## config.mk

```make
export PLATFORM = sky130hd
export DESIGN_NAME = popcnt_stream_acc
export DESIGN_NICKNAME = d
export VERILOG_FILES = /design/src/rtl/popcnt_pkg.sv /design/src/rtl/popcnt_compress.sv /design/src/rtl/popcnt_stream_acc.sv
export SDC_FILE = /design/constraint.sdc
export NUM_CORES = 1
export LEC_CHECK = 0
export BUFFER_PORTS_ARGS = -buffer_cell sky130_fd_sc_hd__buf_2
export CORE_MARGIN = 3
export CORE_UTILIZATION = 55
export DETAILED_ROUTE_END_ITERATION = 6
export PLACE_DENSITY_LB_ADDON = 0.05
export SLEW_MARGIN = 20
export SYNTH_ARGS = -nofsm -noshare
export SYNTH_HDL_FRONTEND = slang
export SYNTH_SLANG_ARGS = --single-unit
export TNS_END_PERCENT = 50
```

## constraint.sdc

```tcl
create_clock -name clk_i -period 6.15 [get_ports clk_i]
set_input_delay 1.23 -clock clk_i [delete_from_list [all_inputs] [get_ports clk_i]]
set_output_delay 1.23 -clock clk_i [all_outputs]
set_load 0.01 [all_outputs]
```

## src/rtl/popcnt_pkg.sv

```systemverilog
// Shared types and helpers for the streaming population-count accumulator.
package popcnt_pkg;

  typedef enum logic [1:0] {
    IDLE  = 2'd0,
    ACCUM = 2'd1,
    DONE  = 2'd2
  } popcnt_state_e;

  function automatic int cnt_width(input int width);
    return $clog2(width + 1);
  endfunction

endpackage

```

## src/rtl/popcnt_compress.sv

```systemverilog
// Combinational bit-count compressor: a linear adder chain (Speed=0)
// or a balanced adder tree (Speed=1) reducing Width bits to a CntW-bit count.
module popcnt_compress
  import popcnt_pkg::*;
#(
  parameter int Width = 16,
  parameter int Speed = 1,
  localparam int CntW = cnt_width(Width)
) (
  input  logic [Width-1:0] data_i,
  output logic [CntW-1:0]  count_o
);

  localparam int Levels = $clog2(Width);
  localparam int Pad    = 1 << Levels;

  function automatic logic [CntW-1:0] chain_count(input logic [Width-1:0] d);
    logic [CntW-1:0] c;
    c = '0;
    for (int i = 0; i < Width; i++) c = c + CntW'(d[i]);
    return c;
  endfunction

  // Pairwise reduction in place: after each pass node[i] holds the count of
  // a 2*step-bit group starting at bit i.
  function automatic logic [CntW-1:0] tree_count(input logic [Width-1:0] d);
    logic [CntW-1:0] node [Pad];
    logic [Pad-1:0]  d_pad;
    d_pad = Pad'(d);
    for (int i = 0; i < Pad; i++) node[i] = CntW'(d_pad[i]);
    for (int step = 1; step < Pad; step = step * 2) begin
      for (int i = 0; i < Pad; i = i + 2 * step) node[i] = node[i] + node[i + step];
    end
    return node[0];
  endfunction

  generate
    if (Speed == 0) begin : g_chain
      assign count_o = chain_count(data_i);
    end else begin : g_tree
      assign count_o = tree_count(data_i);
    end
  endgenerate

endmodule

```

## src/rtl/popcnt_stream_acc.sv

```systemverilog
// Three-stage streaming popcount accumulator with per-frame totals.
// Define POPCNT_SATURATE_EN to clamp the accumulator instead of wrapping.
module popcnt_stream_acc
  import popcnt_pkg::*;
#(
  parameter int Width    = 16,
  parameter int AccWidth = 16,
  parameter int Speed    = 1
) (
  input  logic                clk_i,
  input  logic                rst_ni,
  input  logic                in_valid_i,
  output logic                in_ready_o,
  input  logic [Width-1:0]    in_data_i,
  input  logic                in_last_i,
  output logic                out_valid_o,
  input  logic                out_ready_i,
  output logic [AccWidth-1:0] out_count_o,
  output logic                out_ovf_o,
  output popcnt_state_e       dbg_state_o
);

  localparam int CntW = cnt_width(Width);

  // Handshake: a beat/total transfers on a rising edge where valid && ready.
  // The whole pipe freezes only while a total is offered and not taken.
  logic stall;
  assign stall       = out_valid_o && !out_ready_i;
  assign in_ready_o  = !stall;

  logic             s1_valid_q, s1_last_q;
  logic [Width-1:0] s1_data_q;
  logic             s2_valid_q, s2_last_q;
  logic [CntW-1:0]  s2_cnt_q;
  logic [CntW-1:0]  s1_cnt;

  popcnt_compress #(.Width(Width), .Speed(Speed)) u_compress (
    .data_i  (s1_data_q),
    .count_o (s1_cnt)
  );

  always_ff @(posedge clk_i) begin
    if (!rst_ni) begin
      s1_valid_q <= 1'b0;
      s1_last_q  <= 1'b0;
      s1_data_q  <= '0;
      s2_valid_q <= 1'b0;
      s2_last_q  <= 1'b0;
      s2_cnt_q   <= '0;
    end else if (!stall) begin
      s1_valid_q <= in_valid_i;
      s1_last_q  <= in_last_i;
      s1_data_q  <= in_data_i;
      s2_valid_q <= s1_valid_q;
      s2_last_q  <= s1_last_q;
      s2_cnt_q   <= s1_cnt;
    end
  end

  popcnt_state_e         state_q, state_d;
  logic [AccWidth-1:0]   acc_q, acc_d, cnt_q, cnt_d;
  logic                  sticky_q, sticky_d, ovf_q, ovf_d;
  logic [AccWidth:0]     sum_full;
  logic                  carry;
  logic [AccWidth-1:0]   sum_res;

  assign sum_full = {1'b0, acc_q} + (AccWidth + 1)'(s2_cnt_q);
  assign carry    = sum_full[AccWidth];
`ifdef POPCNT_SATURATE_EN
  assign sum_res  = carry ? {AccWidth{1'b1}} : sum_full[AccWidth-1:0];
`else
  assign sum_res  = sum_full[AccWidth-1:0];
`endif

  always_comb begin
    state_d  = state_q;
    acc_d    = acc_q;
    sticky_d = sticky_q;
    cnt_d    = cnt_q;
    ovf_d    = ovf_q;
    if (!stall) begin
      // Not stalled while in DONE means the total was taken this edge.
      if (state_q == DONE) state_d = IDLE;
      if (s2_valid_q) begin
        if (s2_last_q) begin
          cnt_d    = sum_res;
          ovf_d    = sticky_q | carry;
          acc_d    = '0;
          sticky_d = 1'b0;
          state_d  = DONE;
        end else begin
          acc_d    = sum_res;
          sticky_d = sticky_q | carry;
          state_d  = ACCUM;
        end
      end
    end
  end

  always_ff @(posedge clk_i) begin
    if (!rst_ni) begin
      state_q  <= IDLE;
      acc_q    <= '0;
      sticky_q <= 1'b0;
      cnt_q    <= '0;
      ovf_q    <= 1'b0;
    end else begin
      state_q  <= state_d;
      acc_q    <= acc_d;
      sticky_q <= sticky_d;
      cnt_q    <= cnt_d;
      ovf_q    <= ovf_d;
    end
  end

  assign out_valid_o = (state_q == DONE);
  assign out_count_o = cnt_q;
  assign out_ovf_o   = ovf_q;
  assign dbg_state_o = state_q;

endmodule

```

==> results of run 1 <==
==> area by class of cell <==
type	instances	area [um^2]	share of cell area [%]
inverters	22	82.58	2.395
clock buffers	11	131.4	3.810
clock inverters	5	75.07	2.177
well taps	70	87.58	2.540
flip-flops and latches	61	1221	35.41
multi-input cells	240	1645	47.71
repair buffers	41	205.2	5.951
==> placed cells by master (no fill, tap or decap), types with 2 or more instances in the layout <==
cell type  count
nand2_1       68
dfxtp_1       61
buf_2         41
a21oi_1       33
o21ai_0       22
inv_1         21
ha_1          18
fa_1          12
clkbuf_8       9
a22o_1         8
xor2_1         8
xnor2_1        7
nand3_1        7
or3_1          5
nor2_1         4
nor3_1         4
o211ai_1       3
and3_1         3
nand4b_1       3
o31ai_1        3
a31oi_1        3
clkinv_2       3
and2_1         2
nor2b_1        2
o21a_1         2
or4_1          2
a21boi_0       2
clkbuf_1       2
bufinv_16      2
==> power by group through the flow <==
stage                     Clock [W]  Combinational, W  Sequential [W]
final                      0.000379          0.000152        0.000428
after global routing       0.000406          0.000181        0.000430
after CTS                  0.000389          0.000155        0.000428
after detailed placement          0          0.000152        0.000437
after global placement            0          0.000149        0.000436
after floorplan                   0          0.000122        0.000433
==> routing by layer <==
metal	vias up	track usage (%)	routed length (um)
met4	0	7.095	61
met3	5	7.063	268
met5	-	0	0
li1	1230	-	-
met2	52	30.38	2542
met1	1084	29.11	3047
==> flip-flops by register name, summed over array words and instances (netlist names), 2 cells and up <==
signal / cells
s1_data_q: 16
out_count_o: 16
s2_cnt_q: 5
dbg_state_o: 2
acc_q: 16
==> path summary, 6_finish.rpt <==
kind | from | endpoint | cells past startpoint
setup reg to reg | s1_data_q[0] | s2_cnt_q[3] | 11
hold reg to reg | out_count_o[5] | out_count_o[5] | 2
setup / recovery | out_ready_i | in_ready_o | 5
hold / removal | out_count_o[5] | out_count_o[5] | 2
==> cell families after synthesis <==
logic type / Yosys count / synth area share (%)
AO/OA/AOI/OAI: 85 / 17.11
flip-flops: 61 / 40.23
buffers and inverters: 38 / 5.565
adder cells (fa/ha/maj): 30 / 15.33
XOR/XNOR: 15 / 4.328
AND/OR/NAND/NOR: 110 / 17.44
==> worst reg2reg max path, delay by kind of cell (launching register included) <==
family	cells	cell delay (ns)
adders and majority gates	7	2.84
DFF	1	0.31
AOI/OAI and AO/OA	1	0.22
xor gates and xnor gates	1	0.14
buffers and inverters	2	0.11
==> through the flow <==
stage	hold WS, ns	power (W)	cells
after detailed placement	0.4363	0.0005894	434
after CTS	0.4526	0.0009732	450
after floorplan	0.4291	0.0005555	339
after global routing	0.4751	0.001017	450
after global placement	0.4302	0.0005849	434
final	0.4478	0.0009593	450
==> metrics.csv, run 1 <==
stage,metric,value,unit
critical_path,Crit Path Max Fanout,32,
route,Antenna Nets Post-Route,0,
synth,Synth area leaders,"dfxtp_1 40%, nand2_1 8.4%, fa_1 7.9%",
floorplanning,io pins,42,
critical_path,Slowest cell on crit path,and2_1,
cells_and_area,nets,426,
critical_path,CP top delay family,buffers and inverters,
hold_path,HP Class,register to register,
synth,"count leader, synth",nand2_1,
power_and_ir_drop,Gate power share,15.9,%
cells_and_area,fillers,463,
sta,setup slack after layout,2.124,ns
sta,Fmax,248.4,MHz
power_and_ir_drop,Sw Share,25.84,%
outcome,run status,completed,
synth,"EDFF count, synth",0,
clock_network,CTS tree,built,
sta,Fin. Hold Viols,0,
global_route,vias in the first global route,2267,
global_route,first-pass GRT wire length,10380,um
cells_and_area,layout cell share with drive strength beyond 1,16.58,%
clock_network,postcts setup bufs,0,
synth,synthesized area per cell,8.954,um^2
synth,post-synth net total,390,
synth,Yosys Warn Count,0,
synth,Seq cells post-synth,61,
synth,leading area contributor after synthesis,dfxtp_1,
power_and_ir_drop,Int Pwr,0.0007115,W
power_and_ir_drop,switching pwr,0.0002478,W
synth,Post-synth top cells,"68 x nand2_1, 61 x dfxtp_1, 33 x a21oi_1",
route,WL final,5918,um
place,port buffer count,41,
clock_network,Num Clock Sinks,61,
floorplanning,row count,26,
power_and_ir_drop,part of the power in the clock network,39.5,%
clock_network,Hold Buf Count CTS,0,
critical_path,R2R setup slack,2.43,ns
clock_network,# resized after CTS,0,
power_and_ir_drop,Power Dens Cells,278.2,nW/um^2
global_route,total global routing overflow,0,
sta,period utilization,65.46,%
synth,Synth Flop Type,dfxtp_1,
global_route,gr usage total,20.98,%
critical_path,crit-path cells,buf_2 > inv_1 > and2_1 > inv_2 > buf_2,
place,Final HPWL DP,4145,um
synth,Synth top area share,40.23,%
power_and_ir_drop,sequential power share,44.6,%
synth,mapped cell area,3035,um^2
power_and_ir_drop,Pleak,1.540,nW
global_route,antenna violations before repair,0,
place,routability cong.,0.8097,
synth,share of flip-flops with an asynchronous set or reset,0,%
route,DR vias,2371,
clock_network,CTS Buf Count,9,
route,First-pass DRT Iterations,4,
synth,sequential fraction of the synthesis area,40.23,%
critical_path,CP most frequent cell,buf_2,
route,drt via density,5.269,
floorplanning,Initial Util,57.96,%
place,Area after DPL,3242,um^2
sta,Setup-failing EPs final,0,
cells_and_area,fin area,3448,um^2
floorplanning,Die X,80.29,um
clock_network,clk slew on worst S/H paths,0.06,ns
critical_path,critical path launch point type,input port,
critical_path,Buf/Inv on CP,4,
route,DRC errors left,0,
sta,final max-slew violation count,0,
sta,Setup Total Neg Slack,0,ns
sta,Slew HR,31.74,%
cells_and_area,Area growth syn-to-layout,13.60,%
critical_path,CP max stage delay,0.68,ns
critical_path,worst endpoint data arrival time,2.80,ns
critical_path,Crit Path Category,input port to output port,
global_route,largest net degree at the start of global routing,33,
critical_path,critical path capture point type,output port,
clock_network,clk buf depth,2,
sta,worst-margin pin slew,1.023,ns
floorplanning,Die Span Y,80.29,um
clock_network,CTS root buf,clkbuf_8,
route,wire per inst,13.15,um
job,maxcap violations,0,
sta,Final min period,4.026,ns
cells_and_area,ant diodes,0,
critical_path,Worst EP required,4.92,ns
cells_and_area,fin util,65.84,%
synth,Gate Count Post-Synth,339,
floorplanning,die area,6446,um^2
power_and_ir_drop,Peak VDD IR,0.0001671,V
clock_network,later-pin clock latency in the skew report,0.34,ns
floorplanning,core footprint,5238,um^2
sta,clock skew,0.007302,ns
route,Initial DRC Count,108,
sta,RSZ-0062 raised after global routing,false,
place,worst slack at placement,2.100,ns
clock_network,H-tree Lvls,3,
synth,"Distinct cells, synth",49,
Note: power is estimated with default switching activity, not from simulation.
==> inputs of run 2 (changes only) <==
--- a/config.mk
+++ b/config.mk
@@ -5,9 +5,10 @@
 export SDC_FILE = /design/constraint.sdc
 export NUM_CORES = 1
 export LEC_CHECK = 0
+export ABC_AREA = 1
 export BUFFER_PORTS_ARGS = -buffer_cell sky130_fd_sc_hd__buf_2
 export CORE_MARGIN = 3
-export CORE_UTILIZATION = 55
+export CORE_UTILIZATION = 52
 export DETAILED_ROUTE_END_ITERATION = 6
 export PLACE_DENSITY_LB_ADDON = 0.05
 export SLEW_MARGIN = 20
==> constraint.sdc (replaced) <==
create_clock -name clk_i -period 3.65 [get_ports clk_i]
set_input_delay 0.73 -clock clk_i [delete_from_list [all_inputs] [get_ports clk_i]]
set_output_delay 0.73 -clock clk_i [all_outputs]
set_load 0.01 [all_outputs]
==> run 2 against run 1 <==
Compared with the run above:
- sequential power rose by 68%
- flip-flop and latch count did not move
- synthesized area rose by 1.8%
- cell count rose by 12%
- total power rose by 84%
- final area rose by 4.3%
- hold slack got worse by 0.0030 ns
- critical path depth rose by 6
- largest cell class unchanged
==> metrics.csv, run 2 <==
stage,metric,value,unit,change
clock_network,clk buf depth,2,,unchanged
job,maxcap violations,0,,unchanged
cells_and_area,Area growth syn-to-layout,16.44,%,
cells_and_area,fin area,3597,um^2,+4.3%
synth,Gate Count Post-Synth,387,,+14%
critical_path,R2R cell count,11,,unchanged
place,worst slack at placement,-0.04503,ns,-2.145 ns
critical_path,Crit Path Max Fanout,2,,-94%
clock_network,H-tree Lvls,3,,unchanged
power_and_ir_drop,Power Dens Cells,490.2,nW/um^2,+76%
synth,sequential fraction of the synthesis area,39.53,%,-0.70 points
global_route,first-pass GRT wire length,11060,um,+6.6%
global_route,largest net degree at the start of global routing,34,,+3.0%
synth,Yosys Warn Count,0,,unchanged
cells_and_area,"commonest non-fill, non-tap cells in the layout","130 x nand2_1, 58 x dfxtp_1, 41 x buf_2",,
sta,Fmax,282.0,MHz,
route,Initial DRC Count,136,,+26%
place,Area after DPL,3329,um^2,+2.7%
sta,period utilization,97.16,%,
synth,share of flip-flops with an asynchronous set or reset,0,%,unchanged
global_route,total global routing overflow,0,,unchanged
sta,Fin. Hold Viols,0,,unchanged
synth,synthesized area per cell,7.982,um^2,-11%
route,drt via density,5.047,,-4.2%
cells_and_area,"commonest non-fill, non-tap cell in the layout",nand2_1,,
place,placed cells,490,,+13%
synth,Synth top area share,39.53,%,-0.70 points
route,First-pass DRT Iterations,4,,unchanged
sta,Final min period,3.546,ns,
sta,final max-slew violation count,0,,unchanged
sta,worst-margin pin slew,0.7659,ns,-0.2569 ns
hold_path,Worst Hold Depth,2,,unchanged
outcome,run status,completed,,
route,WL final,6390,um,+8.0%
cells_and_area,fillers,496,,+7.1%
clock_network,Num Clock Sinks,61,,unchanged
critical_path,worst endpoint data arrival time,3.80,ns,+1.00 ns
synth,post-synth net total,438,,+12%
global_route,gr usage total,19.93,%,-1.0 points
critical_path,critical path launch point type,register,,
cells_and_area,ant diodes,0,,unchanged
synth,largest family of logic cells by synthesized area,simple AND/OR/NAND/NOR gates,,
cells_and_area,nets,480,,+13%
critical_path,Crit Path Category,register to register,,
synth,mapped cell area,3089,um^2,+1.8%
route,Antenna Nets Post-Route,0,,unchanged
place,port buffer count,41,,unchanged
sta,RSZ-0062 raised after global routing,true,,
global_route,antenna violations before repair,0,,unchanged
synth,Compound-Gate Fraction of Synth Area,9.599,%,-7.5 points
synth,Post-synth top cells,"130 x nand2_1, 61 x dfxtp_1, 37 x inv_1",,
route,DRC errors left,0,,unchanged
floorplanning,core footprint,5642,um^2,+7.7%
synth,Synth area leaders,"dfxtp_1 40%, nand2_1 16%, fa_1 7.8%",,
cells_and_area,layout cell share with drive strength beyond 1,17.28,%,+0.70 points
sta,Setup Total Neg Slack,0,ns,unchanged
synth,Synth Area in Adders,15.07,%,-0.27 points
clock_network,CTS Buf Count,9,,unchanged
sta,setup slack after layout,0.1038,ns,-2.021 ns
critical_path,reg2reg start,s1_data_q[6],,
floorplanning,Initial Util,54.76,%,-3.2 points
floorplanning,row count,27,,+3.8%
synth,"count leader, synth",nand2_1,,
cells_and_area,Finished Layout Cells,506,,+12%
clock_network,clk slew on worst S/H paths,0.07,ns,about the same
route,wire per inst,12.63,um,-4.0%
global_route,vias in the first global route,2409,,+6.3%
floorplanning,Die X,83.08,um,+3.5%
power_and_ir_drop,Pleak,1.769,nW,+15%
synth,Seq cells post-synth,61,,unchanged
place,routability cong.,0.8386,,+3.6%
floorplanning,Die Span Y,83.08,um,+3.5%
synth,"EDFF count, synth",0,,unchanged
power_and_ir_drop,Peak VDD IR,0.0002560,V,+53%
clock_network,CTS root buf,clkbuf_8,,
route,DR vias,2554,,+7.7%
place,Final HPWL DP,4722,um,+14%
critical_path,R2R setup slack,0.10,ns,-2.33 ns
floorplanning,die area,6901,um^2,+7.1%
synth,post-synthesis xor/xnor area fraction,2.552,%,-1.8 points
critical_path,reg-to-reg critical path endpoint,s2_cnt_q[2],,
sta,Setup-failing EPs final,0,,unchanged
clock_network,CTS tree,built,,
power_and_ir_drop,Final Power,0.001763,W,+84%
synth,"Distinct cells, synth",29,,-41%
synth,Synth Flop Type,dfxtp_1,,
sta,clock skew,0.008372,ns,+0.001070 ns
sta,Slew HR,48.88,%,+17 points
hold_path,Hold Path Sink,out_count_o[12],,
hold_path,HP Class,register to register,,
critical_path,critical path capture point type,register,,
critical_path,Worst EP required,3.90,ns,-1.02 ns
hold_path,hold_sp,out_count_o[12],,
synth,leading area contributor after synthesis,dfxtp_1,,
clock_network,later-pin clock latency in the skew report,0.33,ns,about the same
synth,Synth Area in Simple Gates,26.08,%,+8.6 points
synth,mux contribution to synthesized area,0,%,unchanged
floorplanning,io pins,42,,unchanged
==> run 2: cell types whose count changed in the layout (fill, tap and decap cells not counted), sizes merged, moves of 4 or more <==
cell | previous run | this run
nand2 | 68 | 133
inv | 22 | 43
nand3 | 8 | 27
o21ai | 23 | 10
nor2 | 5 | 11
a22o | 8 | 3
or3 | 5 | 0
and3 | 4 | 0
==> run 2: cell families after synthesis <==
logic type	Yosys count
AOI/OAI and AO/OA	54
xor gates and xnor gates	9
adders and majority gates	30
buffers and inverters	53
DFF	61
and+or+nand+nor	180
==> run 2: worst max-delay path, cell delays in order, from the launching register on <==
cell,delay (ns)
dfxtp_2,0.32
ha_1,0.26
inv_1,0.05
fa_1,0.53
inv_1,0.06
fa_1,0.40
fa_1,0.51
fa_1,0.44
ha_2,0.21
fa_1,0.49
nand2_1,0.05
a21oi_1,0.15
==> run 2: how the worst max path moves through the flow <==
stage	from	cells after the start	slack [ns]	to
after floorplan	s1_data_q[0]	11	0.15	s2_cnt_q[3]
after global placement	s1_data_q[0]	11	0.03	s2_cnt_q[3]
after detailed placement	s1_data_q[1]	11	-0.05	s2_cnt_q[3]
after CTS	s1_data_q[1]	11	0.02	s2_cnt_q[3]
after global routing	s1_data_q[1]	11	-0.02	s2_cnt_q[3]
final	s1_data_q[6]	11	0.10	s2_cnt_q[2]
==> run 2: layout make-up <==
| class | instances | area (um^2) | area share [%] |
|---|---|---|---|
| Tap cell | 72 | 90.09 | 2.504 |
| Inverter | 43 | 166.4 | 4.626 |
| Sequential cell | 61 | 1225 | 34.05 |
| Timing Repair Buffer | 41 | 205.2 | 5.704 |
| Multi-Input combinational cell | 273 | 1652 | 45.91 |
| Clock inverter | 3 | 90.09 | 2.504 |
| Clock buffer | 13 | 168.9 | 4.696 |
==> run 2: through the flow <==
step / util (%) / hold slack (ns)
2_1_floorplan: - / 0.4323
3_3_place_gp: 59.02 / 0.4300
3_5_place_dp: 59.02 / 0.4350
4_1_cts: 63.65 / 0.4492
5_1_grt: 63.76 / 0.4627
6_report: 63.76 / 0.4447
==> run 2: timing repair <==
action	in CTS	in global routing
buffers inserted	0	0
cloned	0	0
pin swaps	1	7
endpoints found under the setup margin	2	2
hold buffers	0	0
gates resized for setup	1	4
==> run 2: layer usage <==
metal / share of wire (%) / track usage [%] / wire length, um
met5: 0 / 0 / 0
met4: 0.91 / 8.024 / 58
met3: 4.3 / 3.869 / 275
met2: 43 / 29.08 / 2768
met1: 51 / 28.88 / 3287
==> run 2: power breakdown <==
group	switching [W]	internal (W)	leakage [nW]	total (W)
clock	0.000252	0.000510	0.130	0.000762
sequential	0.0000219	0.000699	0.498	0.000721
combinational	0.000155	0.000126	1.14	0.000281
total	0.000428	0.00134	1.77	0.00176
